`config.mk`:
```
export PLATFORM = sky130hd
export DESIGN_NAME = led_blink_scheduler
export DESIGN_NICKNAME = d
export VERILOG_FILES = /design/src/rtl/led_sched_pkg.sv /design/src/rtl/tick_prescaler.sv /design/src/rtl/led_blink_scheduler.sv
export SDC_FILE = /design/constraint.sdc
export NUM_CORES = 1
export LEC_CHECK = 0
export ABC_AREA = 1
export BUFFER_PORTS_ARGS = -buffer_cell sky130_fd_sc_hd__buf_4
export CORE_MARGIN = 1.5
export CORE_UTILIZATION = 50
export CTS_CLUSTER_DIAMETER = 80
export DETAILED_ROUTE_END_ITERATION = 7
export PLACE_DENSITY_LB_ADDON = 0.3
export SLEW_MARGIN = 20
export SYNTH_ARGS = -nofsm -noshare
export SYNTH_HDL_FRONTEND = slang
export SYNTH_HIERARCHICAL = 1
export SYNTH_SLANG_ARGS = --single-unit
export TNS_END_PERCENT = 20
```
`constraint.sdc`:
```
create_clock -name clk -period 5 [get_ports clk]
set_input_delay 0.75 -clock clk [delete_from_list [all_inputs] [get_ports clk]]
set_output_delay 0.75 -clock clk [all_outputs]
set_load 0.02 [all_outputs]
```
`src/rtl/led_sched_pkg.sv`:
```
// rtl/led_sched_pkg.sv - shared state type, widths and round-robin search for the LED blink scheduler
package led_sched_pkg;

  typedef enum logic [2:0] {
    IDLE  = 3'd0,
    GRANT = 3'd1,
    ON    = 3'd2,
    OFF   = 3'd3,
    GAP   = 3'd4
  } state_t;

  localparam int COUNT_W = 4;
  localparam int PHASE_W = 8;

  // First set bit at or above ptr, wrapping modulo n; descending scan so the
  // smallest offset from ptr is the last (and winning) assignment.
  function automatic int rr_pick(input logic [7:0] valid, input int ptr, input int n);
    int         pick;
    logic [2:0] idx;
    pick = 0;
    for (int i = 7; i >= 0; i--) begin
      if (i < n) begin
        idx = 3'((ptr + i) % n);
        if (valid[idx]) pick = int'(idx);
      end
    end
    return pick;
  endfunction

endpackage

```
`src/rtl/tick_prescaler.sv`:
```
// rtl/tick_prescaler.sv - free-running clk divider emitting a one-cycle tick every TICK_DIV cycles
module tick_prescaler #(
  parameter int TICK_DIV = 6250000
) (
  input  logic clk,
  input  logic rst_n,
  input  logic clr,
  output logic tick
);

  localparam int CW = $clog2(TICK_DIV);

  logic [CW-1:0] cnt;

  assign tick = (cnt == CW'(TICK_DIV - 1));

  always_ff @(posedge clk or negedge rst_n) begin
    if (!rst_n) begin
      cnt <= '0;
    end else if (clr || tick) begin
      cnt <= '0;
    end else begin
      cnt <= cnt + 1'b1;
    end
  end

endmodule

```
`src/rtl/led_blink_scheduler.sv`:
```
// rtl/led_blink_scheduler.sv - round-robin arbiter sharing one LED between blink requesters, with idle heartbeat
module led_blink_scheduler
  import led_sched_pkg::*;
#(
  parameter int NUM_REQ    = 4,
  parameter int TICK_DIV   = 6250000,
  parameter int ON_TICKS   = 2,
  parameter int OFF_TICKS  = 2,
  parameter int GAP_TICKS  = 4,
  parameter int IDLE_TICKS = 4
) (
  input  logic                       clk,
  input  logic                       rst_n,
  input  logic [NUM_REQ-1:0]         req_valid,
  input  logic [4*NUM_REQ-1:0]       req_count,
  output logic [NUM_REQ-1:0]         req_ready,
  output logic                       led,
  output logic                       busy,
  output logic [$clog2(NUM_REQ)-1:0] grant_id
);

  localparam int GW = $clog2(NUM_REQ);

  state_t             state, state_n;
  logic [GW-1:0]      ptr, ptr_n, grant_id_n, winner;
  logic [COUNT_W-1:0] rem, rem_n;
  logic [PHASE_W-1:0] phase, phase_n, phase_lim;
  logic [NUM_REQ-1:0] ready_n;
  logic               led_n, tick, clr, phase_done;
  int                 win_idx;

  tick_prescaler #(.TICK_DIV(TICK_DIV)) u_prescaler (
    .clk  (clk),
    .rst_n(rst_n),
    .clr  (clr),
    .tick (tick)
  );

  assign win_idx    = rr_pick(8'(req_valid), int'(ptr), NUM_REQ);
  assign winner     = GW'(win_idx);
  assign phase_done = tick && (phase == phase_lim);
  // Every state change restarts both the prescaler and the phase tick count.
  assign clr        = (state_n != state);
  assign busy       = (state != IDLE);

  always_comb begin
    phase_lim = '0;
    unique case (state)
      IDLE:    phase_lim = PHASE_W'(IDLE_TICKS - 1);
      ON:      phase_lim = PHASE_W'(ON_TICKS - 1);
      OFF:     phase_lim = PHASE_W'(OFF_TICKS - 1);
      GAP:     phase_lim = PHASE_W'(GAP_TICKS - 1);
      default: phase_lim = '0;
    endcase
  end

  always_comb begin
    state_n    = state;
    ptr_n      = ptr;
    grant_id_n = grant_id;
    rem_n      = rem;
    led_n      = led;
    ready_n    = '0;
    phase_n    = tick ? phase + 1'b1 : phase;
    unique case (state)
      IDLE: begin
        if (|req_valid) begin
          state_n    = GRANT;
          grant_id_n = winner;
          rem_n      = req_count[{winner, 2'b00} +: COUNT_W];
          ready_n    = NUM_REQ'(1) << winner;
          led_n      = 1'b0;
        end else if (phase_done) begin
          led_n   = ~led;
          phase_n = '0;
        end
      end
      GRANT: begin
        ptr_n   = (grant_id == GW'(NUM_REQ - 1)) ? '0 : grant_id + 1'b1;
        state_n = (rem == '0) ? IDLE : ON;
        led_n   = (rem != '0);
      end
      ON: begin
        if (phase_done) begin
          rem_n   = rem - 1'b1;
          state_n = OFF;
          led_n   = 1'b0;
        end
      end
      OFF: begin
        if (phase_done) begin
          state_n = (rem != '0) ? ON : GAP;
          led_n   = (rem != '0);
        end
      end
      GAP: begin
        if (phase_done) begin
          state_n = IDLE;
          led_n   = 1'b0;
        end
      end
      default: begin
        state_n = IDLE;
        led_n   = 1'b0;
      end
    endcase
  end

  always_ff @(posedge clk or negedge rst_n) begin
    if (!rst_n) begin
      state     <= IDLE;
      ptr       <= '0;
      grant_id  <= '0;
      rem       <= '0;
      phase     <= '0;
      led       <= 1'b0;
      req_ready <= '0;
    end else begin
      state     <= state_n;
      ptr       <= ptr_n;
      grant_id  <= grant_id_n;
      rem       <= rem_n;
      phase     <= clr ? '0 : phase_n;
      led       <= led_n;
      req_ready <= ready_n;
    end
  end

endmodule

```
==> summary.txt, run 1 <==
status: finished, final reports clean
Setup TNS: 0 ns
initial antenna violation count: 0
number of global-route vias before repair: 2687
hold_buf cts: 0
setup violators final: 0
period utilization: 59.8%
DRC Markers: 0
clk root buf: clkbuf_8
gpl congestion: 0.921
Final Hold Vio Count: 0
Setup crit start: u_prescaler/cnt[0]$_DFF_PN0_
most frequently used flop master after synthesis: dfrtp_1
#FFs+latches synth: 47
top-area cell type share of the netlist area: 38.5%
peak fanout along the critical path: 23
worst reg2reg endpoint: u_prescaler/cnt[19]$_DFF_PN0_
CP max stage cell: dfrtp_1
part of the Yosys area used for sequential elements: 38.5%
fmax: 334 MHz
Ports: 30
Starting Density: 51.6%
post-synthesis net count: 452
routed length per instance: 11.9 um
Cell Area, Synth: 3050 um^2
WP data required: 5.17 ns
crit path cell chain: ha_1 > nand2_1 > nor2_4 > nand3_1 > nor2_1 > inv_1 > nor4_1 > nand3b_1 > nor2_1 > nand2_1 > o21ai_0 > nand2_1 > nand2_1 > inv_1 > nand2_2 > nor2_1
max-slew violations: 0
critical path data arrival time: 3.16 ns
Peak VDD IR: 0.273 mV
Ys Warns: 6
number of synthesized flops with an enable pin: 0
worst-case clock buffer depth: 2
Non-Filler Instances: 534
Core Area: 5920 um^2
Antenna Cells: 0
most used cell, CP: nand2_1
total track usage: 21.8%
Syn Area/Cell: 7.17 um^2
startpoint types: flip-flop
Worst Hold Class: input port to async pin
Worst-Skew Late Latency: 0.30 ns
Critical Path Sink: u_prescaler/cnt[19]$_DFF_PN0_
Mapped Cells: 426
commonest non-fill, non-tap cell in the layout: nand2_1
Net count, final: 484
RSZ-0062 raised after global routing: false
top cells by area, synth: dfrtp_1 39%, nand2_1 13%, nor2_1 9.1%
register area: 1180 um^2
Post-synth ARST share: 100%
Setup Buffers After CTS: 0
clock buffer count from CTS: 5
critical path class: flip-flop to flip-flop
P_leak: 0.00163 uW
DP Area: 3320 um^2
FP Rows: 28
dpl cells: 526
Slew @ Worst Pin: 0.582 ns
flop-to-flop setup slack: 2.01 ns
Vias/cell: 5.11
Setup crit end kind: flip-flop
die area: 6580 um^2
CTS tree: done
DP Wirelength: 4920 um
drt pass-1 iters: 4
Worst R2R Path Depth: 16
Die X: 81.1 um
final wirelength: 6340 um
Yosys cell types: 34
first-pass GRT wire length: 11200 um
filler cell count in the final layout: 555
Detailed Route Iter0 Violations: 152
Post-DRT Antenna Nets: 0
Worst slew margin: 61.2%
Final Power: 1560 uW
PD cells: 457 nW/um^2
Final Cell Area: 3420 um^2
Area Overhead vs Synth: 12.0%
die span in y: 81.1 um
Worst-path clk slew: 0.08 ns
total gr overflow: 0
CP max stage delay: 0.41 ns
port bufs: 29
post_cts resized: 0
Yosys top cell by area: dfrtp_1
most frequent cells in the layout: 106 x nand2_1, 74 x nor2_1, 50 x inv_1
multi-input logic area: 1600 um^2
largest net degree at the start of global routing: 48
Max-Cap Viols: 0
Vias: 2730
layout cell share with drive strength beyond 1: 15.3%
Worst Skew: 0.00457 ns
clock sink total: 47
FF-to-FF Start: u_prescaler/cnt[0]$_DFF_PN0_
H-tree Lvls: 2
dpl ws: 2.02 ns
post-layout min period: 2.99 ns
final setup margin: 2.01 ns
[per-layer routing]
| layer | part of all wire [%] | track usage, % | wire length, um |
|---|---|---|---|
| met1 | 45 | 25.3 | 2850 |
| met2 | 49 | 39.5 | 3100 |
| met4 | 2.0 | 7.93 | 127 |
| met3 | 4.0 | 4.49 | 253 |
| met5 | 0 | 0 | 0 |
[sequential cells by signal, summed over array words and instances, names as in the netlist]
register,count
u_prescaler/cnt,23
phase,8
rem,4
req_ready,4
state,3
grant_id,2
ptr,2
led,1
[worst max-delay path: cells and delay by family (launching register included)]
kind            cells  cell delay, ns
simple gates       12            1.91
flops               1            0.41
fa+ha+maj           1            0.23
compound gates      1            0.17
buf+inv             2            0.14
[final cells by class]
type                            instances  share of cell area [%]
Sequential cell                        47                    34.4
Clock buffer                            8                    2.93
Tap cell                               75                    2.74
Multi-Input combinational cell        313                    46.8
Inverter                               62                    6.81
Timing Repair Buffer                   29                    6.37
[through the flow]
stage	util (%)	hold WS [ns]
finish	57.8	0.453
global route	57.8	0.490
CTS	57.8	0.460
detailed placement	56.1	0.465
global placement	56.1	0.471
floorplan	-	0.449
[cell families (layout without fill, tap and decap cells)]
group                    count (synthesis)  after routing  synth area share, %
buffers and inverters                   66             99                 9.10
XOR/XNOR                                20             20                 5.74
adder cells (fa/ha/maj)                  4              4                 1.64
AND/OR/NAND/NOR                        257            257                 38.2
flip-flops                              47             47                 38.5
multiplexers                             1              1                0.369
AO/OA/AOI/OAI                           31             31                 6.48
[worst min path at each step]
stage	to	startpoint	cells past startpoint
floorplan	grant_id[0]$_DFFE_PN0P_	rst_n	0
global placement	rem[1]$_DFFE_PN0P_	rem[1]$_DFFE_PN0P_	2
detailed placement	rem[1]$_DFFE_PN0P_	rem[1]$_DFFE_PN0P_	2
CTS	u_prescaler/cnt[13]$_DFF_PN0_	rst_n	1
global route	u_prescaler/cnt[15]$_DFF_PN0_	rst_n	1
finish	u_prescaler/cnt[15]$_DFF_PN0_	rst_n	1
[synth_stat cells, types with 2 or more instances]
cell	instances
nand2_1	106
nor2_1	74
inv_1	50
dfrtp_1	47
nand3_1	42
xor2_1	16
inv_2	11
nand2_2	8
a21oi_1	7
o21ai_0	6
nand3b_1	5
nand4_1	5
buf_6	4
ha_1	4
o21bai_1	4
xnor2_1	4
nor2_2	3
nor3_1	3
nor4_1	3
o21ai_1	3
o21ai_2	3
a21oi_2	2
nand2_4	2
nand3_4	2
nor2_4	2
o211ai_1	2
[report_power, final]
| part | total [uW] | internal [uW] | switching, uW |
|---|---|---|---|
| Sequential | 508 | 448 | 60.6 |
| Combinational | 803 | 274 | 529 |
| Clock | 253 | 126 | 127 |
Power figures use the tool's default switching activity.
==> inputs of run 2 (changes only) <==
clock period = 2.95 ns   (was 5 ns; I/O delays follow)
==> run 2 against run 1 <==
  * Global-route usage down 0.13 points
  * Clock power increased by 95%
  * Sequential share of layout area down 0.40 points
  * Die area stayed put
  * Via count grew 0.26%
  * First-iteration DRC count shrank 5.9%
  * Wire length rose by 2.2%
  * Non-clock buffer count is 2 higher
==> summary.txt, run 2 (synthesis results as in run 1) <==
Area Overhead vs Synth: 13.3%
die span in y: 81.1 um (unchanged)
initial antenna violation count: 0 (unchanged)
commonest non-fill, non-tap cell in the layout: nand2_1
most frequent cells in the layout: 106 x nand2_1, 73 x nor2_1, 50 x inv_1
routed length per instance: 12.1 um (+1.8%)
Setup crit end kind: flip-flop
top flop regs: u_prescaler/cnt: 23 flops, phase: 8 flops
register area: 1180 um^2 (unchanged)
period utilization: 87.3% (+28 points)
multi-input logic area: 1610 um^2 (+0.47%)
Starting Density: 51.6% (unchanged)
PD cells: 791 nW/um^2 (+73%)
Setup Buffers After CTS: 0 (unchanged)
P_leak: 0.00165 uW (+1.3%)
number of global-route vias before repair: 2600 (-3.2%)
Slew @ Worst Pin: 0.591 ns (+0.00944 ns)
Setup crit start: u_prescaler/cnt[0]$_DFF_PN0_
Comb pwr share: 50.4% (-0.9 points)
CP max stage delay: 0.42 ns (about the same)
clock share of power: 18.1% (+1.9 points)
Post-DRT Antenna Nets: 0 (unchanged)
dpl cells: 528 (+0.38%)
status: finished, final reports clean
Detailed Route Iter0 Violations: 143 (-5.9%)
Die X: 81.1 um (unchanged)
critical path class: flip-flop to flip-flop
max-slew violations: 0 (unchanged)
DP Wirelength: 4930 um (+0.13%)
DRC Markers: 0 (unchanged)
filler cell count in the final layout: 539 (-2.9%)
Net count, final: 486 (+0.41%)
H-tree Lvls: 2 (unchanged)
Hold Slack: 0.136 ns (-0.317 ns)
gpl congestion: 0.877 (-4.8%)
die area: 6580 um^2 (unchanged)
setup violators final: 0 (unchanged)
Cell Int Power: 1500 uW (+77%)
first-pass GRT wire length: 11100 um (-1.5%)
Worst-path clk slew: 0.08 ns (about the same)
most flop-heavy register: u_prescaler/cnt
port bufs: 29 (unchanged)
Non-Filler Instances: 536 (+0.37%)
register share of total power: 31.6% (-0.9 points)
Vias/cell: 5.11 (-0.12%)
Max-Cap Viols: 0 (unchanged)
clk root buf: clkbuf_8
Worst slew margin: 60.6% (-0.63 points)
clock sink total: 47 (unchanged)
peak fanout along the critical path: 23 (unchanged)
crit path cell chain: ha_1 > nand2_1 > nor2_4 > nand3_1 > nor2_1 > inv_1 > nor4_1 > nand3b_1 > nor2_2 > a21oi_2 > inv_2 > o21ai_1 > nand2_1 > inv_1 > nand2_4 > nor2_1
FF-to-FF Start: u_prescaler/cnt[0]$_DFF_PN0_
worst-case clock buffer depth: 2 (unchanged)
Switching Share: 45.1% (-0.64 points)
Final Hold Vio Count: 0 (unchanged)
fmax: 388 MHz (+16%)
layout cell share with drive strength beyond 1: 16.1% (+0.80 points)
Peak VDD IR: 0.536 mV (+96%)
startpoint types: flip-flop
Core Area: 5920 um^2 (unchanged)
Vias: 2737 (+0.26%)
hold_buf cts: 0 (unchanged)
Worst-Skew Late Latency: 0.30 ns (about the same)
Antenna Cells: 0 (unchanged)
largest net degree at the start of global routing: 48 (unchanged)
final wirelength: 6470 um (+2.2%)
clock buffer count from CTS: 5 (unchanged)
CTS tree: done
critical path data arrival time: 2.76 ns (-0.40 ns)
max reg flops: 23 (unchanged)
Worst Skew: 0.00577 ns (+0.00120 ns)
Worst Hold Class: input port to async pin
total track usage: 21.7% (-0.13 points)
Psw: 1240 uW (+73%)
CP max stage cell: dfrtp_1
FP Rows: 28 (unchanged)
total gr overflow: 0 (unchanged)
WP data required: 3.14 ns (-2.03 ns)
post-layout min period: 2.58 ns (-0.414 ns)
drt pass-1 iters: 5 (+1)
Ports: 30 (unchanged)
run 2: what timing repair did:
action	in CTS	in global routing
resized for setup	0	2
endpoints found under the setup margin	0	23
hold endpoints to repair	0	0
run 2: power groups by stage:
stage	Clock (uW)	Sequential, uW	Combinational (uW)
floorplan	0	889	1100
global placement	0	874	1350
detailed placement	0	876	1370
CTS	507	863	1380
global route	536	888	1530
finish	494	864	1380
run 2: critical path: cells and delay by family (launching register included):
family | cells | cell delay (ns)
compound gates | 2 | 0.20
flops | 1 | 0.42
fa+ha+maj | 1 | 0.23
buf+inv | 3 | 0.24
simple gates | 10 | 1.36
run 2: cell type report:
cell class / instances / area share [%]
Clock inverter: 2 / 1.01
Tap cell: 75 / 2.71
Timing Repair Buffer: 31 / 6.73
Multi-Input combinational cell: 313 / 46.4
Clock buffer: 6 / 2.39
Sequential cell: 47 / 34.0
Inverter: 62 / 6.73
run 2: per-stage QoR:
step                      TNS [ns]  utilization [%]  area (um^2)  total power (uW)  setup slack [ns]
after floorplan                  0                -         3050              1990             0.454
after global placement           0             56.3         3330              2220             0.346
after detailed placement         0             56.3         3330              2250             0.233
after CTS                        0             58.3         3450              2750             0.220
after global routing       -0.0119             58.4         3460              2960           -0.0119
final                            0             58.4         3460              2740             0.373
run 2: layer usage:
metal / GRT usage (%) / part of all wire [%]
met1: 26.8 / 46
met2: 37.6 / 47
met3: 3.60 / 4.2
met4: 8.79 / 2.1
met5: 0 / 0
run 2: path summary, 6_finish.rpt:
path	slack, ns	to	depth (start not counted)
max in group asynchronous	2.41	u_prescaler/cnt[18]$_DFF_PN0_	1
min in group clk	0.49	rem[1]$_DFFE_PN0P_	2
min	0.14	u_prescaler/cnt[19]$_DFF_PN0_	1
max reg2reg	0.37	u_prescaler/cnt[15]$_DFF_PN0_	16
max	0.37	u_prescaler/cnt[15]$_DFF_PN0_	16
min reg2reg	0.49	rem[1]$_DFFE_PN0P_	2
==> inputs of run 3 (changes only) <==
GPL_ROUTABILITY_DRIVEN = 1   (was default)
SYNTH_HIERARCHICAL = default   (was 1)
==> run 3 against run 2 <==
  * Non-clock buffer count down 2
  * Worst hold slack worse by 0.0071 ns
  * Via count down 7.5%
  * Area after synthesis down 4.3%
  * Clock power grew 13%
  * Total power decreased by 52%
  * Cell count down 7.3%
==> summary.txt, run 3 <==
CP max stage cell: dfrtp_1
filler cell count in the final layout: 514 (-4.6%)
commonest non-fill, non-tap cell in the layout: nand2_1
Setup TNS: 0 ns (unchanged)
status: finished, final reports clean
number of global-route vias before repair: 2427 (-6.7%)
die span in y: 79.5 um (-2.1%)
clock share of power: 42.7% (+25 points)
Yosys top cell by area: dfrtp_1
Net count, final: 450 (-7.4%)
top flop regs: u_prescaler.cnt: 23 flops, phase: 8 flops
crit path cell chain: ha_1 > nand3_2 > nor2_1 > nand3_1 > nor2_4 > nand3_4 > nand2_2 > o21ai_2 > nand4_4 > nor2_1
Mapped Cells: 392 (-8.0%)
top cells by area, synth: dfrtp_1 40%, nand2_1 11%, inv_1 7.4%
critical path class: flip-flop to flip-flop
Worst Hold Class: input port to async pin
final wirelength: 5790 um (-11%)
gpl congestion: 0.840 (-4.2%)
fmax: 481 MHz (+24%)
max reg flops: 23 (unchanged)
most instantiated library cell after synthesis: nand2_1
most frequently used flop master after synthesis: dfrtp_1
max-slew violations: 0 (unchanged)
routed length per instance: 11.6 um (-3.6%)
post-layout min period: 2.08 ns (-0.497 ns)
Setup Buffers After CTS: 0 (unchanged)
Antenna Cells: 0 (unchanged)
register share of total power: 49.7% (+18 points)
Yosys cell types: 33 (-2.9%)
hold_buf cts: 0 (unchanged)
largest net degree at the start of global routing: 48 (unchanged)
PD cells: 391 nW/um^2 (-51%)
Final Util: 59.7% (+1.3 points)
Post-DRT Antenna Nets: 0 (unchanged)
most instantiated cells after synthesis: 87 x nand2_1, 58 x inv_1, 58 x nor2_1, 47 x dfrtp_1, 36 x nand3_1
startpoint types: flip-flop
Comb pwr share: 7.6% (-43 points)
most used cell, CP: nor2_1
most flop-heavy register: u_prescaler.cnt
Switching Share: 21.5% (-24 points)
Area Overhead vs Synth: 13.9%
worst-case clock buffer depth: 2 (unchanged)
first-pass GRT wire length: 10300 um (-6.7%)
Setup crit end kind: flip-flop
Starting Density: 52.4% (+0.87 points)
CP max stage delay: 0.38 ns (-0.04 ns)
P_leak: 0.00164 uW (-0.39%)
DRC Markers: 0 (unchanged)
post_cts resized: 0 (unchanged)
Worst slew margin: 61.0% (+0.47 points)
layout cell share with drive strength beyond 1: 14.6% (-1.5 points)
Final Hold Vio Count: 0 (unchanged)
Cell Int Power: 1020 uW (-32%)
number of synthesized flops with an enable pin: 0 (unchanged)
clock sink total: 47 (unchanged)
#FFs+latches synth: 47 (unchanged)
WP data required: 3.13 ns (about the same)
peak fanout along the critical path: 23 (unchanged)
Ys Warns: 0 (-6)
register area: 1180 um^2 (unchanged)
Detailed Route Iter0 Violations: 108 (-24%)
Die X: 79.5 um (-2.1%)
Max-Cap Viols: 0 (unchanged)
multi-input logic area: 1470 um^2 (-8.3%)
RSZ-0062 raised after global routing: false
top-area cell type share of the netlist area: 40.2% (+1.7 points)
Ports: 30 (unchanged)
drt pass-1 iters: 5 (unchanged)
Cell Area, Synth: 2920 um^2 (-4.3%)
die area: 6310 um^2 (-4.1%)
period utilization: 70.5% (-17 points)
H-tree Lvls: 2 (unchanged)
initial antenna violation count: 0 (unchanged)
Core Area: 5570 um^2 (-5.9%)
most frequent cells in the layout: 87 x nand2_1, 58 x nor2_1, 58 x inv_1
FP Rows: 27 (-3.6%)
Worst-Skew Late Latency: 0.30 ns (about the same)
Post-synth ARST share: 100% (unchanged)
port bufs: 29 (unchanged)
total gr overflow: 0 (unchanged)
setup violators final: 0 (unchanged)
Final Power: 1300 uW (-52%)
critical path data arrival time: 2.26 ns (-0.50 ns)
Syn Area/Cell: 7.46 um^2 (+4.0%)
total track usage: 20.7% (-1.0 points)
clock buffer count from CTS: 5 (unchanged)
Psw: 279 uW (-77%)
CTS tree: done
Peak VDD IR: 0.244 mV (-54%)
Vias/cell: 5.10 (-0.19%)
DP Wirelength: 4430 um (-10%)
part of the Yosys area used for sequential elements: 40.2% (+1.7 points)
Worst Skew: 0.00607 ns (+0.000302 ns)
Worst-path clk slew: 0.09 ns (about the same)
Hold Slack: 0.129 ns (-0.00713 ns)
post-synthesis net count: 418 (-7.5%)
Slew @ Worst Pin: 0.584 ns (-0.00698 ns)
clk root buf: clkbuf_8
Vias: 2533 (-7.5%)
run 3: cell count changes in the layout (fill, tap and decap cells not counted), sizes merged, moves of 4 or more:
cell / change
nand2: -25
nor2: -17
nor3: +6
a21oi: -5
a22oi: +4
nand3: -4
nand4: +4
o21bai: -4
xor2: +4
run 3: metrics by stage:
step | cell area (um^2) | std cells | setup WS (ns)
detailed placement | 3190 | 489 | 0.872
CTS | 3330 | 497 | 0.867
floorplan | 2920 | 392 | 1.16
global placement | 3190 | 489 | 0.972
finish | 3330 | 497 | 0.871
global route | 3330 | 497 | 0.658
run 3: worst max-delay path: cells and delay by family (launching register included):
kind                       cells  cell delay, ns
AOI/OAI and AO/OA              1            0.08
adders and majority gates      1            0.21
DFF                            1            0.38
and+or+nand+nor                8            1.27
run 3: cells by family after synthesis:
| group | count (synthesis) | synth area share [%] |
|---|---|---|
| simple gates | 222 | 35.6 |
| buf+inv | 67 | 9.37 |
| flops | 47 | 40.2 |
| compound gates | 26 | 5.31 |
| xor+xnor | 26 | 7.79 |
| fa+ha+maj | 4 | 1.71 |
run 3: final timing paths:
check,start,cells after the start,slack [ns],to
setup / recovery,u_prescaler.cnt[0]$_DFF_PN0_,10,0.87,u_prescaler.cnt[21]$_DFF_PN0_
hold / removal,rst_n,1,0.13,req_ready[0]$_DFF_PN0_
setup reg to reg,u_prescaler.cnt[0]$_DFF_PN0_,10,0.87,u_prescaler.cnt[21]$_DFF_PN0_
hold reg to reg,u_prescaler.cnt[0]$_DFF_PN0_,1,0.47,u_prescaler.cnt[0]$_DFF_PN0_
max in group asynchronous,rst_n,1,2.42,phase[3]$_DFF_PN0_
min in group clk,u_prescaler.cnt[0]$_DFF_PN0_,1,0.47,u_prescaler.cnt[0]$_DFF_PN0_
run 3: final cells by class:
class                   count  share of cell area, %
clock inverters             3                   2.03
clock buffers               5                   2.07
multi-input cells         278                   44.2
well taps                  72                   2.71
inverters                  63                   7.10
repair buffers             29                   6.54
flip-flops and latches     47                   35.3
run 3: per-layer routing:
metal  track usage [%]  up-vias  share of wire [%]  wire (um)
met5                 0        -                  0          0
met4              7.02        0                1.2         72
met3              3.77        6                2.4        138
met2              34.1       31                 46       2690
met1              27.4     1188                 50       2890
li1                  -     1308                  -          -
run 3: power by group through the flow:
| stage | combinational (uW) | clock [uW] | sequential (uW) |
|---|---|---|---|
| final | 98.4 | 556 | 647 |
| after global routing | 113 | 593 | 647 |
| after CTS | 98.7 | 573 | 647 |
| after detailed placement | 98.1 | 0 | 660 |
| after global placement | 95.8 | 0 | 660 |
| after floorplan | 51.9 | 0 | 661 |
